==> src/rtl/client_tx_msg_pkg.sv <==
// Shared state encoding, pad byte and default derived widths for the transmit client.
package client_tx_pkg;

    typedef enum logic [1:0] {
        ST_IDLE = 2'd0,
        ST_REQ  = 2'd1,
        ST_SEND = 2'd2
    } state_t;

    localparam logic [7:0] PAD_BYTE = 8'h00;

    localparam int DEF_N_MSG  = 4;
    localparam int DEF_MSG_AW = 6;
    localparam int sel_w      = $clog2(DEF_N_MSG);
    localparam int buf_aw     = sel_w + DEF_MSG_AW;

    function automatic int calc_sel_w(input int n);
        return (n < 2) ? 1 : $clog2(n);
    endfunction

endpackage

==> src/rtl/client_tx_msg_if.sv <==
// Client-to-core transmit handshake. The client holds req and length until it samples ack
// high; the core then raises strobe once per payload byte, and data_out is valid in that cycle.
interface client_tx_msg_if
    import client_tx_pkg::*;
#(
    parameter int jumbo_dw = 14
);
    logic                req;
    logic                ack;
    logic                strobe;
    logic [jumbo_dw-1:0] length;
    logic [7:0]          data_out;

    modport master (output req, length, data_out, input ack, strobe);
    modport slave  (input req, length, data_out, output ack, strobe);
endinterface

==> src/rtl/client_tx_msg_ram.sv <==
// Simple dual-port byte RAM: independent write port, registered read port.
module client_tx_msg_ram #(
    parameter int aw = 8
) (
    input  logic          clk,
    input  logic          i_we,
    input  logic [aw-1:0] i_waddr,
    input  logic [7:0]    i_wdata,
    input  logic [aw-1:0] i_raddr,
    output logic [7:0]    o_rdata
);
    logic [7:0] r_mem [2**aw];
    logic [7:0] r_rdata;

    always_ff @(posedge clk) begin
        if (i_we) begin
            r_mem[i_waddr] <= i_wdata;
        end
        r_rdata <= r_mem[i_raddr];
    end

    assign o_rdata = r_rdata;
endmodule

==> src/rtl/client_tx_msg.sv <==
// Transmit-only Ethernet client: n_msg host-writable buffers sent on srx or a periodic tick,
// with a one-deep pending slot, drop accounting and packet counters.
module client_tx_msg
    import client_tx_pkg::*;
#(
    parameter  int jumbo_dw = 14,
    parameter  int n_msg    = DEF_N_MSG,
    parameter  int msg_aw   = DEF_MSG_AW,
    parameter  int period_w = 18,
    localparam int SEL_W    = calc_sel_w(n_msg),
    localparam int BUF_AW   = SEL_W + msg_aw,
    localparam int LEN_W    = msg_aw + 1
) (
    input  logic               clk,
    input  logic               rst_n,
    input  logic               srx,
    input  logic [SEL_W-1:0]   trig_sel,
    input  logic               periodic_en,
    input  logic [SEL_W-1:0]   periodic_sel,
    input  logic               cfg_we,
    input  logic [BUF_AW-1:0]  cfg_addr,
    input  logic [7:0]         cfg_data,
    input  logic               len_we,
    input  logic [SEL_W-1:0]   len_sel,
    input  logic [LEN_W-1:0]   len_data,
    client_tx_msg_if.master    tx,
    output logic               busy,
    output logic [15:0]        tx_count,
    output logic [15:0]        drop_count,
    output state_t             o_dbg_state
);
    localparam logic [LEN_W-1:0] MAX_LEN = LEN_W'(2**msg_aw);

    state_t              r_state;
    state_t              w_state_nxt;
    logic                r_req;
    logic [jumbo_dw-1:0] r_length;
    logic [SEL_W-1:0]    r_sel;
    logic [LEN_W-1:0]    r_idx;
    logic [LEN_W-1:0]    w_idx_nxt;
    logic                r_strobe_d;
    logic [period_w-1:0] r_timer;
    logic                r_pend_vld;
    logic [SEL_W-1:0]    r_pend_sel;
    logic [15:0]         r_tx_count;
    logic [15:0]         r_drop_count;
    logic [LEN_W-1:0]    r_len [n_msg];

    logic                w_tick_trig;
    logic [2:0]          w_cand_vld;
    logic [SEL_W-1:0]    w_cand_sel [3];
    logic                w_head_taken;
    logic                w_accept;
    logic [SEL_W-1:0]    w_acc_sel;
    logic                w_pend_vld_nxt;
    logic [SEL_W-1:0]    w_pend_sel_nxt;
    logic [1:0]          w_drop_inc;
    logic                w_pkt_done;
    logic [7:0]          w_rdata;

    assign w_tick_trig   = (r_timer == '1) && periodic_en;
    // Priority order for this cycle: older pending entry, then srx, then the timer tick.
    assign w_cand_vld    = {w_tick_trig, srx, r_pend_vld};
    assign w_cand_sel[0] = r_pend_sel;
    assign w_cand_sel[1] = trig_sel;
    assign w_cand_sel[2] = periodic_sel;

    always_comb begin
        w_head_taken   = 1'b0;
        w_accept       = 1'b0;
        w_acc_sel      = '0;
        w_pend_vld_nxt = r_pend_vld;
        w_pend_sel_nxt = r_pend_sel;
        w_drop_inc     = 2'd0;
        if (r_state == ST_IDLE) begin
            w_pend_vld_nxt = 1'b0;
        end
        for (int i = 0; i < 3; i++) begin
            if (w_cand_vld[i] && ((r_state == ST_IDLE) || (i != 0))) begin
                if ((r_state == ST_IDLE) && !w_head_taken) begin
                    w_head_taken = 1'b1;
                    if (r_len[w_cand_sel[i]] == '0) begin
                        w_drop_inc = w_drop_inc + 2'd1;
                    end else begin
                        w_accept  = 1'b1;
                        w_acc_sel = w_cand_sel[i];
                    end
                end else if (!w_pend_vld_nxt) begin
                    w_pend_vld_nxt = 1'b1;
                    w_pend_sel_nxt = w_cand_sel[i];
                end else begin
                    w_drop_inc = w_drop_inc + 2'd1;
                end
            end
        end
    end

    always_comb begin
        w_state_nxt = r_state;
        w_pkt_done  = 1'b0;
        unique case (r_state)
            ST_IDLE: if (w_accept) w_state_nxt = ST_REQ;
            ST_REQ:  if (tx.ack) w_state_nxt = ST_SEND;
            ST_SEND: begin
                if (r_strobe_d && !tx.strobe) begin
                    w_pkt_done  = 1'b1;
                    w_state_nxt = ST_IDLE;
                end
            end
            default: w_state_nxt = ST_IDLE;
        endcase
    end

    // The RAM is addressed with the index of the next strobe cycle so its registered
    // output lines up with the cycle in which that byte is presented.
    always_comb begin
        w_idx_nxt = '0;
        if ((r_state == ST_SEND) && tx.strobe) begin
            w_idx_nxt = (r_idx == '1) ? r_idx : r_idx + LEN_W'(1);
        end
    end

    always_ff @(posedge clk or negedge rst_n) begin
        if (!rst_n) begin
            r_state      <= ST_IDLE;
            r_req        <= 1'b0;
            r_length     <= '0;
            r_sel        <= '0;
            r_idx        <= '0;
            r_strobe_d   <= 1'b0;
            r_timer      <= '0;
            r_pend_vld   <= 1'b0;
            r_pend_sel   <= '0;
            r_tx_count   <= '0;
            r_drop_count <= '0;
            for (int i = 0; i < n_msg; i++) begin
                r_len[i] <= '0;
            end
        end else begin
            r_state      <= w_state_nxt;
            r_timer      <= r_timer + period_w'(1);
            r_strobe_d   <= tx.strobe;
            r_idx        <= w_idx_nxt;
            r_pend_vld   <= w_pend_vld_nxt;
            r_pend_sel   <= w_pend_sel_nxt;
            r_drop_count <= r_drop_count + 16'(w_drop_inc);
            if (w_accept) begin
                r_sel    <= w_acc_sel;
                r_length <= jumbo_dw'(r_len[w_acc_sel]);
                r_req    <= 1'b1;
            end else if ((r_state == ST_REQ) && tx.ack) begin
                r_req <= 1'b0;
            end
            if (w_pkt_done) begin
                r_tx_count <= r_tx_count + 16'd1;
                r_length   <= '0;
            end
            if (len_we) begin
                r_len[len_sel] <= (len_data > MAX_LEN) ? MAX_LEN : len_data;
            end
        end
    end

    client_tx_msg_ram #(
        .aw(BUF_AW)
    ) u_ram (
        .clk     (clk),
        .i_we    (cfg_we),
        .i_waddr (cfg_addr),
        .i_wdata (cfg_data),
        .i_raddr ({r_sel, w_idx_nxt[msg_aw-1:0]}),
        .o_rdata (w_rdata)
    );

    assign tx.req      = r_req;
    assign tx.length   = r_length;
    assign tx.data_out = ((r_state == ST_SEND) && tx.strobe && (jumbo_dw'(r_idx) < r_length))
                         ? w_rdata : PAD_BYTE;
    assign busy        = (r_state != ST_IDLE);
    assign tx_count    = r_tx_count;
    assign drop_count  = r_drop_count;
    assign o_dbg_state = r_state;
endmodule

==> src/flat_wrapper.sv <==
// flat-port wrapper written by rule: the top's interface ports become plain ports
module client_tx_msg_flat import client_tx_pkg::*;
#(
    parameter  int jumbo_dw = 14,
    parameter  int n_msg    = DEF_N_MSG,
    parameter  int msg_aw   = DEF_MSG_AW,
    parameter  int period_w = 18,
    localparam int SEL_W    = calc_sel_w(n_msg),
    localparam int BUF_AW   = SEL_W + msg_aw,
    localparam int LEN_W    = msg_aw + 1
)
  (clk, rst_n, srx, trig_sel, periodic_en, periodic_sel, cfg_we, cfg_addr, cfg_data, len_we, len_sel, len_data, busy, tx_count, drop_count, o_dbg_state, tx_req, tx_length, tx_data_out, tx_ack, tx_strobe);
  client_tx_msg_if #(.jumbo_dw(jumbo_dw)) tx_i ();
  input  logic clk;
  input  logic rst_n;
  input  logic srx;
  input  logic [SEL_W-1:0] trig_sel;
  input  logic periodic_en;
  input  logic [SEL_W-1:0] periodic_sel;
  input  logic cfg_we;
  input  logic [BUF_AW-1:0] cfg_addr;
  input  logic [7:0] cfg_data;
  input  logic len_we;
  input  logic [SEL_W-1:0] len_sel;
  input  logic [LEN_W-1:0] len_data;
  output logic busy;
  output logic [15:0] tx_count;
  output logic [15:0] drop_count;
  output state_t o_dbg_state;
  output wire logic [$bits(tx_i.req)-1:0] tx_req;
  output wire logic [$bits(tx_i.length)-1:0] tx_length;
  output wire logic [$bits(tx_i.data_out)-1:0] tx_data_out;
  input wire logic [$bits(tx_i.ack)-1:0] tx_ack;
  input wire logic [$bits(tx_i.strobe)-1:0] tx_strobe;
  assign tx_req = tx_i.req;
  assign tx_length = tx_i.length;
  assign tx_data_out = tx_i.data_out;
  assign tx_i.ack = tx_ack;
  assign tx_i.strobe = tx_strobe;
  client_tx_msg #(.jumbo_dw(jumbo_dw), .n_msg(n_msg), .msg_aw(msg_aw), .period_w(period_w)) u_core (.clk(clk), .rst_n(rst_n), .srx(srx), .trig_sel(trig_sel), .periodic_en(periodic_en), .periodic_sel(periodic_sel), .cfg_we(cfg_we), .cfg_addr(cfg_addr), .cfg_data(cfg_data), .len_we(len_we), .len_sel(len_sel), .len_data(len_data), .tx(tx_i), .busy(busy), .tx_count(tx_count), .drop_count(drop_count), .o_dbg_state(o_dbg_state));
endmodule
==> config.mk <==
export PLATFORM = sky130hd
export DESIGN_NAME = client_tx_msg_flat
export DESIGN_NICKNAME = d
export VERILOG_FILES = /design/src/rtl/client_tx_msg_pkg.sv /design/src/rtl/client_tx_msg_if.sv /design/src/rtl/client_tx_msg_ram.sv /design/src/rtl/client_tx_msg.sv /design/src/flat_wrapper.sv
export SDC_FILE = /design/constraint.sdc
export NUM_CORES = 2
export LEC_CHECK = 0
export ABC_CLOCK_PERIOD_IN_PS = 5530
export CAP_MARGIN = 10
export CORE_MARGIN = 8
export CORE_UTILIZATION = 40
export DETAILED_ROUTE_END_ITERATION = 8
export SYNTH_ARGS = -nofsm -noshare
export SYNTH_HDL_FRONTEND = slang
export SYNTH_HIERARCHICAL = 1
export SYNTH_SLANG_ARGS = --single-unit
==> constraint.sdc <==
create_clock -name clk -period 5.53 [get_ports clk]
set_input_delay 0.553 -clock clk [delete_from_list [all_inputs] [get_ports clk]]
set_output_delay 0.553 -clock clk [all_outputs]
set_load 0.03 [all_outputs]
# Word level (Yosys, flattened, before mapping)
# Memories as Yosys holds them, arrays and structs flattened. A register that Yosys moved wholly into a read port is not among the register bits.
# Index checks and enable logic that the tools add are counted.
# W data, S select, Z words.
[op_classes] n_addsub=6 magnitude_cmp=8 n_eq_ne=8 mux=78 bitwise_logic=5 reduce_logical=20
[ops] op="$mux W7" n=12
[ops] op="$bmux W7 S2" n=4
[ops] op="$mux W2" n=28
[ops] op="$bwmux W28" n=1
[ops] op="$mux W1" n=28
[ops] op="$mux W14" n=2
[ops] op="$logic_not A7 Y1" n=3
[ops] op="$add A18 B1 Y18 const B" n=1
[ops] op="$eq A18 B18 Y1 const B" n=1
[ops] op="$add A16 B1 Y16 const B" n=1
[ops] op="$add A16 B2 Y16" n=1
[ops] op="$ge A3 B3 Y1 const B" n=5
[ops] op="$not A2 Y3" n=5
[ops] op="$demux W7 S2" n=1
[ops] op="$lt A7 B14 Y1" n=1
[ops] op="$logic_and A1 B1 Y1" n=9
[ops] op="$mux W8" n=1
[ops] op="$add A7 B1 Y7 const B" n=1
[ops] op="$eq A7 B7 Y1 const B" n=1
[ops] op="$gt A7 B7 Y1 const B" n=1
[ops] op="$pmux W2 S3" n=1
[ops] op="$reduce_bool A2 Y1" n=3
[ops] op="$add A2 B1 Y2 const B" n=2
[ops] op="$ne A2 B1 Y1 const B" n=2
[ops] op="7 further kinds" n=10
[totals] reg_bits=108 ram_bits=2048 input_bits=37 out_inout_bits=58 wordCells=142 n_memories=1
[mem_list] name="u_core.u_ram.r_mem" words=256 word_bits=8 read_ports=1 rd_ports_with_merged_regs=1 wr=1 line_no="client_tx_msg_ram.sv:12" rtl="logic [7:0] r_mem [2**aw];"

# Depth between registers and ports, before layout
[logic_depth] ltp_word=20 ltp_mapped=17 depth_no_buf=17

# Modules after synthesis
# Netlist, hierarchy kept.
[modules_own_cells] mod="client_tx_msg_ram" n_inst=1 cells_per_inst=3733 area_per_inst_um2=79556.3 seq_area_each_um2=61659.1
[modules_own_cells] mod="client_tx_msg" n_inst=1 cells_per_inst=506 area_per_inst_um2=5202.5 seq_area_each_um2=2527.4

# Least setup slack after synthesis
# No wires, ideal clock.
[synth_timing] path_kind="register to register" start="register u_core/r_len[10] (netlist name)" end="register u_core.r_drop_count[14], in the netlist u_core/drop_count[14]" setup_time_ns=0.134 arrival_ns=3.707 required_ns=5.396 setup_slack_ns=1.690 stages_incl_launch_ff=17 path_buffers=0 period_less_slack_ns=3.840 cell_sequence="dfrtp_1 -> or4_1 -> nor4_1 -> mux4_2 -> and3_1 -> ha_1 -> mux2i_1 -> a21oi_1 -> xor2_1 -> ha_1 -> inv_1 -> fa_1 -> nor2_1 -> nand2_1 -> nor2_1 -> nand3_1 -> xnor2_1"
[synth_between] elab_chain_len=16 word_cells_on_any_way=26 classes_between="add/sub (3); mux (20); reduce/logical (3)"
[synth_lines] item="start: declaration" line_no="client_tx_msg.sv:47" rtl="logic [LEN_W-1:0] r_len [n_msg];"
[synth_lines] item="start signal: indexed assignment" line_no="client_tx_msg.sv:159" rtl="r_len[len_sel] <= (len_data > MAX_LEN) ? MAX_LEN : len_data;"
[synth_lines] item="$bmux W7 S2" line_no="client_tx_msg.sv:82" rtl="if (r_len[w_cand_sel[i]] == '0) begin"
[synth_lines] item="$mux W7 (implied by the code) (2 in a row)" line_no="client_tx_msg.sv:82"
[synth_lines] item="$logic_not A7 Y1" line_no="client_tx_msg.sv:82"
[synth_lines] item="$mux W1" line_no="client_tx_msg.sv:82"
[synth_lines] item="$mux W2" line_no="client_tx_msg.sv:80" rtl="if ((r_state == ST_IDLE) && !w_head_taken) begin"
[synth_lines] item="$mux W2" line_no="client_tx_msg.sv:79" rtl="if (w_cand_vld[i] && ((r_state == ST_IDLE) || (i != 0))) begin"
[synth_lines] item="$add A2 B1 Y2" line_no="client_tx_msg.sv:83, client_tx_msg.sv:92"
[synth_lines] item="$mux W2 (on tied branches)" line_no="client_tx_msg.sv:88, client_tx_msg.sv:82"
[synth_lines] item="$mux W2" line_no="client_tx_msg.sv:80"
[synth_lines] item="$mux W2" line_no="client_tx_msg.sv:79"
[synth_lines] item="$add A2 B1 Y2" line_no="client_tx_msg.sv:83, client_tx_msg.sv:92"
[synth_lines] item="$mux W2 (on tied branches)" line_no="client_tx_msg.sv:88, client_tx_msg.sv:82"
[synth_lines] item="$mux W2" line_no="client_tx_msg.sv:80"
[synth_lines] item="$mux W2 *" line_no="client_tx_msg.sv:79"
[synth_lines] item="$add A16 B2 Y16 *" line_no="client_tx_msg.sv:146" rtl="r_drop_count <= r_drop_count + 16'(w_drop_inc);"
[synth_lines] item="end signal: assignment" line_no="client_tx_msg.sv:146"
[synth_lines] item="end: declaration" line_no="client_tx_msg.sv:46" rtl="logic [15:0] r_drop_count;"
# Mark *: on every way between the ends. The rest lies on a longest branch, timed or not. The select of a mux whose other input is x is not followed.
# A chain may end at the register's enable or synchronous reset.

# Worst setup path after layout
[layout_timing] start="register u_core.r_length[1], in the netlist u_core/tx.length[1]" end="output port tx_data_out[1]"
[layout_between] elab_chain_len=3
[layout_lines] item="start: declaration" line_no="client_tx_msg.sv:37" rtl="logic [jumbo_dw-1:0] r_length;"
[layout_lines] item="start signal: assignment" line_no="client_tx_msg.sv:149" rtl="r_length <= jumbo_dw'(r_len[w_acc_sel]);"
[layout_lines] item="$lt A7 B14 Y1" line_no="client_tx_msg.sv:177" rtl="assign tx.data_out = ((r_state == ST_SEND) && tx.strobe && (jumbo_dw'(r_idx) < r_length))"
[layout_lines] item="$logic_and A1 B1 Y1" line_no="client_tx_msg.sv:177"
[layout_lines] item="$mux W8" line_no="client_tx_msg.sv:178" rtl="? w_rdata : PAD_BYTE;"
[layout_lines] item="end: declaration" line_no="flat_wrapper.sv:32" rtl="output wire logic [$bits(tx_i.data_out)-1:0] tx_data_out;"
# Every way passes these cells.

==> results.md <==
- Routability cong.: 0.838
- Final setup vio count: 0
- Post-placement cell count: slightly above 7000
- Crit path top cell by count: a21o_1
- Max stage delay on crit path: 1.00 ns
- Final period util: 92.0%
- Setup Total Neg Slack: 0 ns
- Arr. time, crit path: 4.54 ns
- ANT nets after route: 0
- Vias in the first global route: roughly 43000
- Initial Util: between 40% and 50%
- Most common library cell in the layout ignoring fill and taps: edfxtp_1
- Die ar.: 227000 um2
- Top delay family on crit path: compound AO/OA/AOI/OAI gates
- Syn avg cell area: 20.0 um2
- Crit-path max FO: 8
- Final count of hold timing violations: 0
- Setup repair bufs after CTS: 0
- Most frequent cells in the layout: edfxtp_1, mux4_2, nor2_1
- Asr flop ratio synth: under 10%
- Tightest Pin Transition: roughly 1.2 ns
- Sequential area share after synthesis: about 76%
- Ys flop type: edfxtp_1
- Min-delay worst type: in -> reg
- Unique cell type count in the Yosys netlist: between 80 and 90
- Post-CTS Hold Buffers: 1
- # fillers: ~18000
- Clock Path Buffers: 3
- Slew Viols, Final: 0
- Crit path kind: reg -> out
- Detailed placement HPWL: about 130000 um
- P&R area growth vs syn: 13.9%
- CTS tree: done
- Via-to-Cell Ratio: 5.76
- Cells after synthesis: 4239
- CP cell instances: inv_1 -> ha_1 -> a21o_1 -> a21o_1 -> a21o_1 -> a211o_1 -> a2111oi_2 -> clkdlybuf4s50_1
- Routed wire per std cell: just under 30 um
- Slowest cell on the critical path: a2111oi_2
- VDD IR max: 337 uV
- Layout Nets: approximately 4500
- Fin area: slightly below 100000 um2
- Total CTS buffers: roughly 210
- Reg clk slew, reported paths: around 0.06 ns
- Vias: between 40000 and 50000
- GRT Util Overall: between 15 and 20%
- Status: complete, no violations
- 1st-pass router iterations: 5
- Largest net degree at the start of global routing: 173
- H-tree depth: 4
- Post-CTS Resized: 0
- Startpoint Class: register
- Overflow after GRT: 0
- RSZ-0062 raised after global routing: no
- Relative slew slack: about 18%
- Io pins: 95
- Static leakage: ~30 nW
- PwrDens: about 380 nW/um2
- Pre-CTS setup slack: 0.523 ns
- Skew final: ~0.078 ns
- Seq cells post-synth: around 2200
- Total clock sinks: 2157
- Non-Filler Instances: between 7000 and 8000
- Max-capacitance violation count: 0
- Placed inst area: 89400 um2
- First-pass GRT wire length: 312000 um
- Final WL: about 220000 um
- Mapped cell area: about 85000 um2
- Port bufs: 87
- Crit. End Element: output port
- Buf/Inv on CP: 2
- Chip height: 476 um
- Final worst slack: about 0.44 ns
- Initial antenna violation count: 8
- Synth warnings: 6
- FP Rows: between 150 and 200
- Number of flops mapped to enable cells by yosys: roughly 2000
- Highest Clock Rate: 196 MHz
- Worst EP required: between 4 and 5 ns
- Root Buffer: clkbuf_16
- # DRC: 0
- Chip width: roughly 480 um
- Share of layout cells above drive strength 1: a little over a fifth
- Detailed Route Iter0 Violations: 5010
- Core Area: 211000 um2
- Tmin final: roughly 5 ns
- Worst-skew pair later-pin latency: about 0.85 ns
==> layout make-up <==
cell class | count | area, um2 | share of cell area, %
flip-flops and latches | 2157 | 64200 | 66.5
multi-input cells | 1806 | 19100 | 19.8
clock buffers | 259 | 5610 | 5.81
well taps | 2821 | 3530 | 3.66
repair buffers | 255 | 2460 | 2.55
clock inverters | 143 | 1570 | 1.63
inverters | 29 | 109 | 0.113
diodes | 6 | 15.0 | 0.0155
==> report_power, final <==
| part | switching [W] | internal (W) |
|---|---|---|
| Sequential | 0.000170 | 0.0181 |
| Combinational | 0.00231 | 0.00156 |
| Clock | 0.00624 | 0.00848 |
| Total | 0.00873 | 0.0281 |
==> registers in the layout, indices dropped and copies added (netlist names) <==
signal / flops
u_core/u_ram/r_mem: 2048
u_core/r_len: 28
u_core/r_timer: 18
u_core/drop_count: 16
u_core/tx_count: 16
u_core/u_ram/o_rdata: 8
u_core/r_idx: 7
u_core/tx.length: 7
u_core/o_dbg_state: 2
u_core/r_pend_sel: 2
u_core/r_sel: 2
u_core/r_pend_vld: 1
u_core/r_strobe_d: 1
u_core/tx.req: 1
==> worst paths after layout <==
kind,startpoint,endpoint,slack [ns],depth (start not counted)
setup / recovery,u_core/tx.length[1],tx_data_out[1],0.44,8
hold / removal,cfg_data[4],u_core/u_ram/r_mem[206][4],0.17,1
setup reg to reg,u_core/r_idx[0],u_core/u_ram/o_rdata[4],0.64,13
hold reg to reg,u_core/r_timer[17],u_core/r_timer[17],0.47,1
max in group asynchronous,rst_n,u_core/drop_count[10],4.03,3
min in group asynchronous,rst_n,u_core/r_len[22],0.24,2
==> cells in the mapped netlist (10+ instances only) <==
cell type | count | area (um2)
a2111oi_0 | 10 | 87.6
a211oi_1 | 17 | 128
a21oi_1 | 103 | 515
a221oi_1 | 13 | 114
a22o_1 | 10 | 87.6
a22oi_1 | 134 | 1010
and3_1 | 10 | 62.6
buf_1 | 22 | 82.6
buf_2 | 33 | 165
buf_4 | 34 | 255
buf_6 | 23 | 259
buf_8 | 13 | 195
clkbuf_1 | 120 | 450
dfrtp_1 | 101 | 2530
edfxtp_1 | 2048 | 61500
ha_1 | 13 | 163
inv_1 | 28 | 105
mux2i_1 | 146 | 1460
mux4_2 | 455 | 10200
nand2_1 | 85 | 319
nand2b_1 | 18 | 113
nand3_1 | 59 | 295
nand4_1 | 23 | 144
nor2_1 | 314 | 1180
nor2b_1 | 35 | 219
nor3_1 | 25 | 125
nor4_1 | 28 | 175
o211ai_1 | 11 | 82.6
o21ai_0 | 44 | 220
o221ai_1 | 52 | 455
o22ai_1 | 28 | 175
xnor2_1 | 29 | 254
xor2_1 | 21 | 184
==> stage by stage <==
stage / hold slack (ns) / utilization, % / total power (W)
floorplan: 0.257 / - / 0.0210
global placement: 0.458 / 42.3 / 0.0224
detailed placement: 0.460 / 42.3 / 0.0225
CTS: 0.166 / 45.7 / 0.0371
global route: 0.163 / 45.7 / 0.0379
finish: 0.175 / 45.7 / 0.0368
==> logic make-up after synthesis <==
| group | after synthesis | share of synthesized area [%] |
|---|---|---|
| compound gates | 475 | 3.97 |
| xor+xnor | 50 | 0.517 |
| fa+ha+maj | 15 | 0.227 |
| buf+inv | 282 | 1.98 |
| flops | 2157 | 75.7 |
| mux | 610 | 14.0 |
| other cells | 1 | 0.00442 |
| simple gates | 649 | 3.60 |
==> per-layer routing <==
metal / vias to the layer above / wire (um) / global-route usage [%]
met1: 22857 / 90100 / 26.3
met3: 347 / 17700 / 3.67
met5: - / 0 / 0
met2: 1901 / 102000 / 29.1
met4: 0 / 7110 / 5.83
li1: 17981 / - / -
No activity file was read; power rests on OpenSTA's default activity.
